`config.mk`:
```
export PLATFORM = sky130hd
export DESIGN_NAME = lin_adder_pipe
export DESIGN_NICKNAME = d
export VERILOG_FILES = /design/src/rtl/lin_adder_pkg.sv /design/src/rtl/lin_seg_add.sv /design/src/rtl/lin_adder_pipe.sv
export SDC_FILE = /design/constraint.sdc
export NUM_CORES = 1
export LEC_CHECK = 0
export CAP_MARGIN = 20
export CORE_MARGIN = 3
export CORE_UTILIZATION = 50
export DETAILED_ROUTE_END_ITERATION = 6
export GPL_ROUTABILITY_DRIVEN = 0
export PLACE_DENSITY_LB_ADDON = 0.2
export SLEW_MARGIN = 5
export SYNTH_ARGS = -nofsm -noshare
export SYNTH_HDL_FRONTEND = slang
export SYNTH_SLANG_ARGS = --single-unit
```
`constraint.sdc`:
```
create_clock -name clk -period 4.75 [get_ports clk]
set_input_delay 0.95 -clock clk [delete_from_list [all_inputs] [get_ports clk]]
set_output_delay 0.95 -clock clk [all_outputs]
set_load 0.005 [all_outputs]
```
`src/rtl/lin_adder_pkg.sv`:
```
// Shared constants and configuration checks for the pipelined linearised adder.
package lin_adder_pkg;

  localparam logic CIN_ADD = 1'b0;
  localparam logic CIN_SUB = 1'b1;

  function automatic bit lin_seg_ok(input int unsigned n, input int unsigned s);
    return (s >= 1) && (s <= n) && ((n % s) == 0);
  endfunction

endpackage

```
`src/rtl/lin_seg_add.sv`:
```
// One SEG-bit combinational slice: sum = a ^ b ^ c with a generate/propagate ripple.
module lin_seg_add #(
  parameter int unsigned SEG = 8
) (
  input  logic [SEG-1:0] a,
  input  logic [SEG-1:0] b,
  input  logic           cin,
  output logic [SEG-1:0] sum,
  output logic [SEG-1:0] carry,
  output logic           cout
);

  logic [SEG-1:0] w_g;
  logic [SEG-1:0] w_p;
  logic [SEG:0]   w_c;

  assign w_g = a & b;
  assign w_p = a ^ b;

  always_comb begin
    w_c    = '0;
    w_c[0] = cin;
    for (int unsigned j = 0; j < SEG; j++) begin
      w_c[j+1] = w_g[j] | (w_p[j] & w_c[j]);
    end
  end

  assign carry = w_c[SEG-1:0];
  assign cout  = w_c[SEG];
  assign sum   = w_p ^ carry;

endmodule

```
`src/rtl/lin_adder_pipe.sv`:
```
// Pipelined segmented add/subtract: one SEG-bit slice resolved per stage, with
// valid/ready backpressure and multi-word carry chaining through carry_hold.
module lin_adder_pipe
  import lin_adder_pkg::*;
#(
  parameter int unsigned N = 32,
  parameter int unsigned S = 4
) (
  input  logic         clk,
  input  logic         rst,
  input  logic         in_valid,
  output logic         in_ready,
  input  logic [N-1:0] in_a,
  input  logic [N-1:0] in_b,
  input  logic         in_sub,
  input  logic         in_chain,
  output logic         out_valid,
  input  logic         out_ready,
  output logic [N-1:0] out_sum,
  output logic         out_co,
  output logic         out_ovf,
  output logic [N-1:0] out_carry
);

  localparam int unsigned SEG = N / S;

  if (!lin_seg_ok(N, S)) begin : g_bad_cfg
    $error("lin_adder_pipe: N must be a multiple of S with 1 <= S <= N");
  end

  // Payload widths follow N, so the stage struct lives here rather than in the package.
  typedef struct packed {
    logic         valid;
    logic         sub;
    logic [N-1:0] a;
    logic [N-1:0] b;
    logic [N-1:0] sum;
    logic [N-1:0] carry;
    logic         cout;
  } stage_t;

  stage_t       r_stg [S];
  stage_t       w_nxt [S];
  stage_t       w_in;
  logic [S-1:0] w_load;
  logic         w_mid_empty;
  logic         w_cin;
  logic [N-1:0] w_b_eff;
  logic         r_carry_hold;
  logic         w_unused;

  assign w_cin   = in_chain ? r_carry_hold : (in_sub ? CIN_SUB : CIN_ADD);
  assign w_b_eff = in_sub ? ~in_b : in_b;

  always_comb begin
    w_in       = '0;
    w_in.valid = in_valid & in_ready;
    w_in.sub   = in_sub;
    w_in.a     = in_a;
    w_in.b     = w_b_eff;
  end

  always_comb begin
    w_load      = '0;
    w_load[S-1] = !r_stg[S-1].valid | out_ready;
    for (int unsigned i = 1; i < S; i++) begin
      w_load[S-1-i] = !r_stg[S-1-i].valid | w_load[S-i];
    end
  end

  // A chained beat needs its predecessor's carry already captured in carry_hold.
  always_comb begin
    w_mid_empty = 1'b1;
    for (int unsigned i = 0; i + 1 < S; i++) begin
      if (r_stg[i].valid) w_mid_empty = 1'b0;
    end
  end

  assign in_ready = w_load[0] & (!in_chain | w_mid_empty);

  for (genvar k = 0; k < S; k++) begin : g_stage
    stage_t         w_src;
    stage_t         w_res;
    logic           w_seg_cin;
    logic [SEG-1:0] w_seg_sum;
    logic [SEG-1:0] w_seg_carry;
    logic           w_seg_cout;

    if (k == 0) begin : g_first
      assign w_src     = w_in;
      assign w_seg_cin = w_cin;
    end else begin : g_next
      assign w_src     = r_stg[k-1];
      assign w_seg_cin = r_stg[k-1].cout;
    end

    lin_seg_add #(.SEG(SEG)) u_seg (
      .a     (w_src.a[k*SEG +: SEG]),
      .b     (w_src.b[k*SEG +: SEG]),
      .cin   (w_seg_cin),
      .sum   (w_seg_sum),
      .carry (w_seg_carry),
      .cout  (w_seg_cout)
    );

    always_comb begin
      w_res                     = w_src;
      w_res.sum[k*SEG +: SEG]   = w_seg_sum;
      w_res.carry[k*SEG +: SEG] = w_seg_carry;
      w_res.cout                = w_seg_cout;
    end

    assign w_nxt[k] = w_res;
  end

  always_ff @(posedge clk) begin
    if (rst) begin
      for (int unsigned i = 0; i < S; i++) r_stg[i] <= '0;
      r_carry_hold <= 1'b0;
    end else begin
      for (int unsigned i = 0; i < S; i++) begin
        if (w_load[i]) r_stg[i] <= w_nxt[i];
      end
      if (w_load[S-1] && w_nxt[S-1].valid) r_carry_hold <= w_nxt[S-1].cout;
    end
  end

  assign out_valid = r_stg[S-1].valid;
  assign out_sum   = r_stg[S-1].sum;
  assign out_co    = r_stg[S-1].cout;
  assign out_carry = r_stg[S-1].carry;
  assign out_ovf   = r_stg[S-1].carry[N-1] ^ r_stg[S-1].cout;

  // Consumed operand bits and the sub flag ride along but have no further reader.
  always_comb begin
    w_unused = 1'b0;
    for (int unsigned i = 0; i < S; i++) w_unused = w_unused ^ (^r_stg[i]);
  end

endmodule

```
Word level (Yosys, flattened, before mapping) --
Memory sizes are Yosys's and may differ from the RTL's. Cells that the tools add are included.
Word-level totals: bits of input ports 70, bits in read-only memories 0, memory bits (writable) 524, memories kept 1, latch bits 0, logic and storage cells 121, output and inout port bits 68, bits in registers 1
Operators by class: divide/modulo/power cells 0, $mul 0, shift-type cells 0, order comparisons 0, bitwise gates (word level) 89, add/sub/neg operators 0, mux-type cells 24, eq/ne operators 0, reductions and logical operators 6
Memories:
- r_stg | depth 4, bits a word 131, rd ports 4, clocked after memory_dff 0, wr ports 4, line lin_adder_pipe.sv:42 | stage_t r_stg [S];
Operators by type and width (count):
- 2-to-1 mux 131 bit | 4
- bitwise XOR 8 bit | 8
- OR 1 bit | 41
- bitwise AND 1 bit | 34
- bitwise AND 8 bit | 4
- 2-to-1 mux 32 bit | 1
- NOT 32 bit | 1
- 2-to-1 mux 1 bit | 19
- logical NOT 1 bit | 5
- logical AND 1 bit | 1
- bitwise XOR 1 bit | 1

Depth between registers and ports, before layout --
Gate-level depths: netlist of run 1.
word-level depth 20, gate-level depth with buffers 14

By module --
A second synthesis of run 1 with hierarchy kept.
Unflattened totals: cells, all modules 692, area, all modules 10984.3 sq um
Modules (own cells, without submodules):
- lin_adder_pipe | cells each 616, times used 1, area an instance 10163.5 sq um, seq. area each 7947.6 sq um
- lin_seg_add | cells each 19, times used 4, area an instance 205.2 sq um, seq. area each 0.0 sq um

Worst setup path after synthesis of run 1 --
OpenSTA, ideal clock, no wires.
path type input-to-reg, start input in_sub, end memory r_stg[0][40] in the netlist's numbering (data pin), library setup time 0.256 ns, stages 14, path slack -0.367 ns, arrival 4.862 ns, cell sequence buf_2 -> buf_2 -> xnor2_1 -> fa_1 -> fa_1 -> fa_1 -> fa_1 -> fa_1 -> inv_1 -> fa_1 -> inv_1 -> fa_1 -> fa_1 -> nor2_1
RTL lines:
- from (decl) | line lin_adder_pipe.sv:15 | input logic in_sub,
- to (decl) | line lin_adder_pipe.sv:42

==> impl_metrics.xml, run 1 <==
<?xml version="1.0" encoding="UTF-8"?>
<metrics>
  <group name="worst_setup_path">
    <metric name="timing.critical_path.slowest_cell_delay" unit="ns">0.51</metric>
    <metric name="cp_top_family" unit="">adder cells</metric>
    <metric name="critical_path_required" unit="ns">4.99</metric>
    <metric name="critPathKind" unit="">in2reg</metric>
    <metric name="critical_path_buffers_and_inverters" unit="">4</metric>
    <metric name="timing.critical_path.mode_cell" unit="">sky130_fd_sc_hd__fa_2</metric>
    <metric name="worst_setup_path_start_kind" unit="">primary input</metric>
    <metric name="worst-endpoint-arrival" unit="ns">4.80</metric>
    <metric name="timing.critical_path.cells" unit="">clkdlybuf4s50_1 &gt; inv_1 &gt; fa_2 &gt; fa_2 &gt; fa_2 &gt; fa_2 &gt; fa_1 &gt; inv_1 &gt; fa_1 &gt; inv_1 &gt; fa_2 &gt; fa_1 &gt; nor2_1</metric>
    <metric name="worstPathMaxFanout" unit="">2</metric>
    <metric name="cpMaxStageDelayCell" unit="">sky130_fd_sc_hd__fa_1</metric>
    <metric name="endpoint_kind" unit="">flop</metric>
  </group>
  <group name="detailed_routing">
    <metric name="wire_per_inst" unit="µm">14.9</metric>
    <metric name="post_drt_via_cell_ratio" unit="">4.57</metric>
    <metric name="detailroute.via_count" unit="">5120</metric>
    <metric name="drc" unit="">0</metric>
    <metric name="route.final.wire_length" unit="mm">16.7</metric>
    <metric name="drt_antenna_net_count" unit="">0</metric>
    <metric name="detail_route.first_pass.iterations" unit="">6</metric>
    <metric name="drt-initial-drc-count" unit="">274</metric>
  </group>
  <group name="timing">
    <metric name="whs" unit="ns">0.513</metric>
    <metric name="maxClockFrequency" unit="MHz">219</metric>
    <metric name="period_minus_slack" unit="ns">4.56</metric>
    <metric name="setup-violations-final" unit="">0</metric>
    <metric name="setup-tns-final" unit="ns">0</metric>
    <metric name="setup_slack" unit="ns">0.193</metric>
    <metric name="timing.final.hold_violations" unit="">0</metric>
    <metric name="slew_headroom" unit="%">36.8</metric>
    <metric name="post-route-period-util" unit="%">95.9</metric>
    <metric name="final_max_slew_viol_count" unit="">0</metric>
    <metric name="grt_setup_unrepaired" unit="">no</metric>
    <metric name="final_skew" unit="ns">0.00957</metric>
    <metric name="worst_pin_slew" unit="ns">0.946</metric>
  </group>
  <group name="global_route">
    <metric name="globalRoute.totalOverflow" unit="">0</metric>
    <metric name="grt_antenna_before_repair" unit="">0</metric>
    <metric name="grt_max_degree" unit="">67</metric>
    <metric name="grt_first_pass_wirelength" unit="mm">26.9</metric>
    <metric name="gr_usage_total" unit="%">14.0</metric>
    <metric name="grt_pass1_vias" unit="">5196</metric>
  </group>
  <group name="synth">
    <metric name="post_synthesis_instance_total" unit="">681</metric>
    <metric name="yosysSeqAreaShare" unit="%">73.0</metric>
    <metric name="postSynthNetCount" unit="">783</metric>
    <metric name="xor_xnor_share_of_the_synthesized_area" unit="%">2.66</metric>
    <metric name="post_synth_and_or_nand_nor_area_fraction" unit="%">15.0</metric>
    <metric name="post-synth-top-area-fraction" unit="%">72.8</metric>
    <metric name="synth-compound-area-share" unit="%">0.759</metric>
    <metric name="synth_area_leaders" unit="">sky130_fd_sc_hd__edfxtp_1 (73%), sky130_fd_sc_hd__and2_1 (11%), sky130_fd_sc_hd__fa_1 (5.9%), sky130_fd_sc_hd__xnor2_1 (2.5%), sky130_fd_sc_hd__nor2_1 (2.1%)</metric>
    <metric name="post_synth_edffs" unit="">264</metric>
    <metric name="synth.cell_area" unit="µm²">10900</metric>
    <metric name="synth.mux.area_fraction" unit="%">0.0920</metric>
    <metric name="yosysMostFrequentCell" unit="">sky130_fd_sc_hd__edfxtp_1</metric>
    <metric name="synth_top_family_by_area" unit="">simple AND/OR/NAND/NOR gates</metric>
    <metric name="yosys.area_share.adder" unit="%">5.89</metric>
    <metric name="ys_types" unit="">31</metric>
    <metric name="synth_top_flop_cell" unit="">sky130_fd_sc_hd__edfxtp_1</metric>
    <metric name="yosys_warnings" unit="">0</metric>
    <metric name="synth.cells.most_frequent" unit="">sky130_fd_sc_hd__edfxtp_1 (264), sky130_fd_sc_hd__and2_1 (188), sky130_fd_sc_hd__nor2_1 (61), sky130_fd_sc_hd__inv_1 (34), sky130_fd_sc_hd__fa_1 (32)</metric>
    <metric name="async_reset_ff_share" unit="%">0</metric>
    <metric name="syn-mean-instance-area" unit="µm²">16.0</metric>
    <metric name="netlist.top_cell.by_area" unit="">sky130_fd_sc_hd__edfxtp_1</metric>
    <metric name="synth_seq_cells" unit="">265</metric>
  </group>
  <group name="place">
    <metric name="port_buffers" unit="">137</metric>
    <metric name="detailed_place_hpwl" unit="mm">12.1</metric>
    <metric name="place_worst_setup_slack" unit="ns">-0.473</metric>
    <metric name="placedCellCount" unit="">1073</metric>
  </group>
  <group name="floorplan">
    <metric name="dieHeight" unit="µm">154</metric>
    <metric name="die_w" unit="µm">154</metric>
    <metric name="design.die.area" unit="µm²">23600</metric>
    <metric name="initial_core_util" unit="%">51.3</metric>
    <metric name="num_io_pins" unit="">138</metric>
    <metric name="std_cell_rows" unit="">53</metric>
    <metric name="placeableCoreArea" unit="µm²">21200</metric>
  </group>
  <group name="power">
    <metric name="p_seq_share" unit="%">55.9</metric>
    <metric name="switching_share" unit="%">19.2</metric>
    <metric name="vdd.ir_drop.worst" unit="µV">226</metric>
    <metric name="comb_power_share" unit="%">6.5</metric>
    <metric name="static-leakage-power" unit="nW">5.39</metric>
    <metric name="power_frac_clock" unit="%">37.7</metric>
    <metric name="power_switching" unit="W">0.000939</metric>
    <metric name="p_int" unit="W">0.00395</metric>
    <metric name="power_per_cell_area" unit="nW/µm²">366</metric>
  </group>
  <group name="flow_run">
    <metric name="maxCapViolations" unit="">0</metric>
  </group>
  <group name="clocking">
    <metric name="cts_buffers" unit="">25</metric>
    <metric name="cts-htree-levels" unit="">1</metric>
    <metric name="clk_pin_slew_worst_paths" unit="ns">0.06</metric>
    <metric name="postCtsHoldBufs" unit="">0</metric>
    <metric name="cts_buffer_depth" unit="">3</metric>
    <metric name="cts_tree" unit="">yes</metric>
    <metric name="clk_latency" unit="ns">0.50</metric>
    <metric name="cts_sinks" unit="">265</metric>
    <metric name="cts.root.buffer_cell" unit="">sky130_fd_sc_hd__clkbuf_16</metric>
  </group>
  <group name="min_path">
    <metric name="worstHoldPathType" unit="">reg2reg</metric>
  </group>
  <group name="finish">
    <metric name="design.final.nets" unit="">930</metric>
    <metric name="share_of_post_route_cells_with_drive_strength_above_1" unit="%">9.22</metric>
    <metric name="antenna_diode_count" unit="">0</metric>
    <metric name="area.growth.synth_to_final" unit="%">22.9</metric>
    <metric name="final-instance-count-excl-fill" unit="">1121</metric>
  </group>
  <group name="outcome">
    <metric name="run_status" unit="">complete, no violations</metric>
  </group>
</metrics>
state kept, by name, indices dropped and copies added (netlist names):
name          cells
r_carry_hold      1
r_stg           264
repair_timing:
item / 4_1_cts / 5_1_grt
endpoints found under the setup margin: 0 / 1
gates resized for setup: 0 / 1
buffers inserted: 0 / 2
per-layer routing:
metal,vias to the layer above,track usage [%],share of wire [%]
met5,-,0,0
met4,0,3.32,1.5
met3,26,2.87,6.4
met2,171,21.2,43
met1,2341,21.4,49
li1,2582,-,-
layout make-up:
class                   count  area [µm²]
flip-flops and latches    265        7950
fillers                  1585        7850
multi-input cells         352        2680
repair buffers            150        1510
clock buffers              33         656
well taps                 275         344
inverters                  34         128
clock inverters            12         106
worst register-to-register path, stage by stage, from the launching register on:
cell and delay, ns:
sky130_fd_sc_hd__edfxtp_1 0.37, sky130_fd_sc_hd__inv_1 0.10, sky130_fd_sc_hd__fa_1 0.22, sky130_fd_sc_hd__inv_1 0.07, sky130_fd_sc_hd__fa_1 0.39, sky130_fd_sc_hd__fa_1 0.44, sky130_fd_sc_hd__fa_1 0.43, sky130_fd_sc_hd__fa_1 0.38
sky130_fd_sc_hd__inv_1 0.10, sky130_fd_sc_hd__fa_1 0.21, sky130_fd_sc_hd__inv_1 0.07, sky130_fd_sc_hd__fa_1 0.50, sky130_fd_sc_hd__fa_1 0.51, sky130_fd_sc_hd__and2_1 0.18
metrics by stage:
step / area [µm²] / power, W / utilization [%]
after detailed placement: 12600 / 0.00310 / 59.2
final: 13400 / 0.00489 / 63.0
after CTS: 13300 / 0.00493 / 62.8
after global routing: 13400 / 0.00507 / 63.0
after floorplan: 10900 / 0.00294 / -
after global placement: 12600 / 0.00308 / 59.2
worst paths after layout:
path | startpoint | end | slack [ns] | cells past startpoint
max reg2reg | r_stg[2][0] | r_stg[3][0] | 0.54 | 13
max | in_a[0] | r_stg[0][40] | 0.19 | 13
min | r_stg[2][4] | r_stg[3][4] | 0.51 | 1
min reg2reg | r_stg[2][4] | r_stg[3][4] | 0.51 | 1
layout by cell type (no fill, tap or decap), types with 2 or more instances in the layout:
master                              n
sky130_fd_sc_hd__and2_1           188
sky130_fd_sc_hd__and2_2             6
sky130_fd_sc_hd__and2_4            11
sky130_fd_sc_hd__buf_12             2
sky130_fd_sc_hd__buf_4             10
sky130_fd_sc_hd__bufinv_16          2
sky130_fd_sc_hd__clkbuf_1           8
sky130_fd_sc_hd__clkbuf_16         25
sky130_fd_sc_hd__clkdlybuf4s50_1  135
sky130_fd_sc_hd__clkinv_1           7
sky130_fd_sc_hd__clkinvlp_4         2
sky130_fd_sc_hd__edfxtp_1         264
sky130_fd_sc_hd__fa_1              27
sky130_fd_sc_hd__fa_2               5
sky130_fd_sc_hd__inv_1             33
sky130_fd_sc_hd__nand2b_1           3
sky130_fd_sc_hd__nor2_1            61
sky130_fd_sc_hd__xnor2_1           31
sky130_fd_sc_hd__xor2_1             2
cell families after synthesis:
| family | Yosys count |
|---|---|
| AO/OA/AOI/OAI | 7 |
| XOR/XNOR | 33 |
| adder cells (fa/ha/maj) | 32 |
| buffers and inverters | 64 |
| flip-flops | 265 |
| multiplexers | 1 |
| AND/OR/NAND/NOR | 279 |
power by group through the flow:
stage          Combinational, W  Clock (W)  Sequential (W)
2_1_floorplan          0.000173          0         0.00277
3_5_place_dp           0.000315          0         0.00278
3_3_place_gp           0.000304          0         0.00278
4_1_cts                0.000315    0.00189         0.00273
5_1_grt                0.000352    0.00198         0.00274
6_report               0.000316    0.00184         0.00273
(Power assumes the default switching activity.)
==> run 2, diff against run 1 <==
--- a/config.mk
+++ b/config.mk
@@ -11,6 +11,7 @@
 export DETAILED_ROUTE_END_ITERATION = 6
 export GPL_ROUTABILITY_DRIVEN = 0
 export PLACE_DENSITY_LB_ADDON = 0.2
+export SETUP_SLACK_MARGIN = 0.2
 export SLEW_MARGIN = 5
 export SYNTH_ARGS = -nofsm -noshare
 export SYNTH_HDL_FRONTEND = slang
==> impl_metrics.xml, run 2 (synthesized netlist as in run 1, its figures left out) <==
<?xml version="1.0" encoding="UTF-8"?>
<metrics>
  <group name="finish">
    <metric name="final-instance-count-excl-fill" unit="">1118</metric>
    <metric name="mostFrequentLayoutCell" unit="">sky130_fd_sc_hd__edfxtp_1</metric>
    <metric name="multi_input_comb_area" unit="µm²">2690</metric>
    <metric name="share_of_post_route_cells_with_drive_strength_above_1" unit="%">10.2</metric>
    <metric name="storage_cell_area" unit="µm²">7950</metric>
    <metric name="most-common-layout-cells" unit="">sky130_fd_sc_hd__edfxtp_1 (264), sky130_fd_sc_hd__and2_1 (188), sky130_fd_sc_hd__clkdlybuf4s50_1 (133), sky130_fd_sc_hd__nor2_1 (61)</metric>
    <metric name="filler_cell_count" unit="">1557</metric>
    <metric name="largest_register" unit="">r_stg</metric>
    <metric name="area.growth.synth_to_final" unit="%">22.9</metric>
    <metric name="biggestRegsByFlops" unit="">r_stg: 264 flops, r_carry_hold: 1 flops</metric>
    <metric name="design.final.nets" unit="">928</metric>
    <metric name="largest_register_ff_count" unit="">264</metric>
    <metric name="antenna_diode_count" unit="">0</metric>
  </group>
  <group name="detailed_routing">
    <metric name="post_drt_via_cell_ratio" unit="">4.58</metric>
    <metric name="route.final.wire_length" unit="mm">16.9</metric>
    <metric name="detailroute.via_count" unit="">5125</metric>
    <metric name="drt_antenna_net_count" unit="">0</metric>
    <metric name="wire_per_inst" unit="µm">15.1</metric>
    <metric name="drt-initial-drc-count" unit="">346</metric>
    <metric name="drc" unit="">0</metric>
    <metric name="detail_route.first_pass.iterations" unit="">4</metric>
  </group>
  <group name="clocking">
    <metric name="cts_buffers" unit="">25</metric>
    <metric name="cts_tree" unit="">yes</metric>
    <metric name="post-cts-setup-buffers" unit="">0</metric>
    <metric name="cts.root.buffer_cell" unit="">sky130_fd_sc_hd__clkbuf_16</metric>
    <metric name="clk_latency" unit="ns">0.51</metric>
    <metric name="cts-htree-levels" unit="">1</metric>
    <metric name="clk_pin_slew_worst_paths" unit="ns">0.06</metric>
    <metric name="postCtsHoldBufs" unit="">0</metric>
    <metric name="cts_buffer_depth" unit="">3</metric>
    <metric name="cts_sinks" unit="">265</metric>
  </group>
  <group name="power">
    <metric name="power_frac_clock" unit="%">38.4</metric>
    <metric name="p_seq_share" unit="%">55.2</metric>
    <metric name="power_per_cell_area" unit="nW/µm²">370</metric>
    <metric name="vdd.ir_drop.worst" unit="µV">291</metric>
    <metric name="comb_power_share" unit="%">6.4</metric>
    <metric name="p_int" unit="W">0.00400</metric>
    <metric name="switching_share" unit="%">19.2</metric>
    <metric name="static-leakage-power" unit="nW">5.40</metric>
    <metric name="power_switching" unit="W">0.000947</metric>
  </group>
  <group name="floorplan">
    <metric name="initial_core_util" unit="%">51.3</metric>
    <metric name="std_cell_rows" unit="">53</metric>
    <metric name="dieHeight" unit="µm">154</metric>
    <metric name="die_w" unit="µm">154</metric>
    <metric name="design.die.area" unit="µm²">23600</metric>
    <metric name="num_io_pins" unit="">138</metric>
    <metric name="placeableCoreArea" unit="µm²">21200</metric>
  </group>
  <group name="worst_setup_path">
    <metric name="worst_r2r_startpoint" unit="">r_carry_hold</metric>
    <metric name="timing.rr.end" unit="">r_stg[0][40]</metric>
    <metric name="timing.critical_path.mode_cell" unit="">sky130_fd_sc_hd__fa_2</metric>
    <metric name="worst_setup_path_start_kind" unit="">primary input</metric>
    <metric name="critPathKind" unit="">in2reg</metric>
    <metric name="endpoint_kind" unit="">flop</metric>
    <metric name="r2r_slack" unit="ns">0.47</metric>
    <metric name="cpMaxStageDelayCell" unit="">sky130_fd_sc_hd__fa_1</metric>
    <metric name="timing.critical_path.cells" unit="">buf_2 &gt; mux2i_1 &gt; buf_4 &gt; fa_2 &gt; fa_2 &gt; fa_2 &gt; fa_2 &gt; fa_2 &gt; inv_2 &gt; fa_2 &gt; inv_2 &gt; fa_2 &gt; fa_1 &gt; nor2_1</metric>
    <metric name="rr_worst_depth" unit="">13</metric>
    <metric name="timing.critical_path.slowest_cell_delay" unit="ns">0.54</metric>
    <metric name="critical_path_required" unit="ns">5.00</metric>
    <metric name="worst-endpoint-arrival" unit="ns">4.69</metric>
    <metric name="worstPathMaxFanout" unit="">4</metric>
  </group>
  <group name="min_path">
    <metric name="hold-path-cell-count" unit="">1</metric>
    <metric name="hold-path-endpoint" unit="">r_stg[1][1]</metric>
    <metric name="worstHoldPathType" unit="">reg2reg</metric>
    <metric name="worst_hold_startpoint" unit="">r_stg[0][1]</metric>
  </group>
  <group name="global_route">
    <metric name="grt_antenna_before_repair" unit="">0</metric>
    <metric name="gr_usage_total" unit="%">14.5</metric>
    <metric name="grt_pass1_vias" unit="">5353</metric>
    <metric name="grt_max_degree" unit="">67</metric>
    <metric name="grt_first_pass_wirelength" unit="mm">27.9</metric>
    <metric name="globalRoute.totalOverflow" unit="">0</metric>
  </group>
  <group name="timing">
    <metric name="post-route-period-util" unit="%">93.5</metric>
    <metric name="slew_headroom" unit="%">35.0</metric>
    <metric name="timing.final.hold_violations" unit="">0</metric>
    <metric name="setup-tns-final" unit="ns">0</metric>
    <metric name="final_skew" unit="ns">0.0108</metric>
    <metric name="grt_setup_unrepaired" unit="">no</metric>
    <metric name="period_minus_slack" unit="ns">4.44</metric>
    <metric name="final_max_slew_viol_count" unit="">0</metric>
    <metric name="maxClockFrequency" unit="MHz">225</metric>
    <metric name="setup-violations-final" unit="">0</metric>
    <metric name="worst_pin_slew" unit="ns">0.972</metric>
  </group>
  <group name="place">
    <metric name="port_buffers" unit="">137</metric>
    <metric name="detailed_place_hpwl" unit="mm">12.1</metric>
    <metric name="placedCellCount" unit="">1073</metric>
  </group>
  <group name="outcome">
    <metric name="run_status" unit="">complete, no violations</metric>
  </group>
  <group name="flow_run">
    <metric name="maxCapViolations" unit="">0</metric>
  </group>
</metrics>
-- run 2: how the worst max path moves through the flow --
stage                   end  startpoint  depth (start not counted)  slack (ns)
2_1_floorplan  r_stg[0][40]      in_sub                         14        0.02
3_3_place_gp   r_stg[0][40]    in_chain                         14       -0.41
3_5_place_dp   r_stg[0][40]    in_chain                         14       -0.48
4_1_cts        r_stg[0][40]      in_sub                         14        0.24
5_1_grt        r_stg[0][40]      in_sub                         14        0.21
6_report       r_stg[0][40]      in_sub                         14        0.31
-- run 2: routing by layer --
layer	wire length, µm	track usage (%)	up-vias
li1	-	-	2580
met1	8130	22.0	2351
met2	7190	21.2	172
met3	1270	3.32	22
met4	301	4.29	0
met5	0	0	-
-- run 2: layout make-up --
| class | instances | share of cell area, % |
|---|---|---|
| Inverter | 34 | 0.954 |
| Clock buffer | 31 | 4.84 |
| Sequential cell | 265 | 59.4 |
| Timing Repair Buffer | 148 | 11.1 |
| Multi-Input combinational cell | 352 | 20.1 |
| Clock inverter | 13 | 1.00 |
| Tap cell | 275 | 2.57 |
-- run 2: power groups by stage --
| stage | registers, W | logic (W) | clock network, W |
|---|---|---|---|
| final | 0.00273 | 0.000314 | 0.00190 |
| after global routing | 0.00274 | 0.000354 | 0.00205 |
| after CTS | 0.00273 | 0.000318 | 0.00194 |
| after detailed placement | 0.00278 | 0.000315 | 0 |
| after global placement | 0.00278 | 0.000303 | 0 |
| after floorplan | 0.00277 | 0.000173 | 0 |
-- run 2: critical path, delay by kind of cell --
family / cells / cell delay (ns)
adder cells (fa/ha/maj): 8 / 3.19
buffers and inverters: 4 / 0.43
multiplexers: 1 / 0.08
AND/OR/NAND/NOR: 1 / 0.04
-- run 2: metrics by stage --
| stage | power, W | hold WS [ns] | cell area (µm²) | util (%) | setup WS, ns |
|---|---|---|---|---|---|
| final | 0.00494 | 0.514 | 13400 | 63.0 | 0.308 |
| after global routing | 0.00514 | 0.534 | 13400 | 63.0 | 0.209 |
| after CTS | 0.00500 | 0.515 | 13400 | 62.9 | 0.243 |
| after detailed placement | 0.00310 | 0.501 | 12600 | 59.2 | -0.478 |
| after global placement | 0.00308 | 0.506 | 12600 | 59.2 | -0.414 |
| after floorplan | 0.00294 | 0.497 | 10900 | - | 0.0174 |
-- run 2: what timing repair did --
action                                  CTS  global route
gates resized for setup                  12             0
pin swaps                                 8             2
endpoints found under the setup margin    1             1
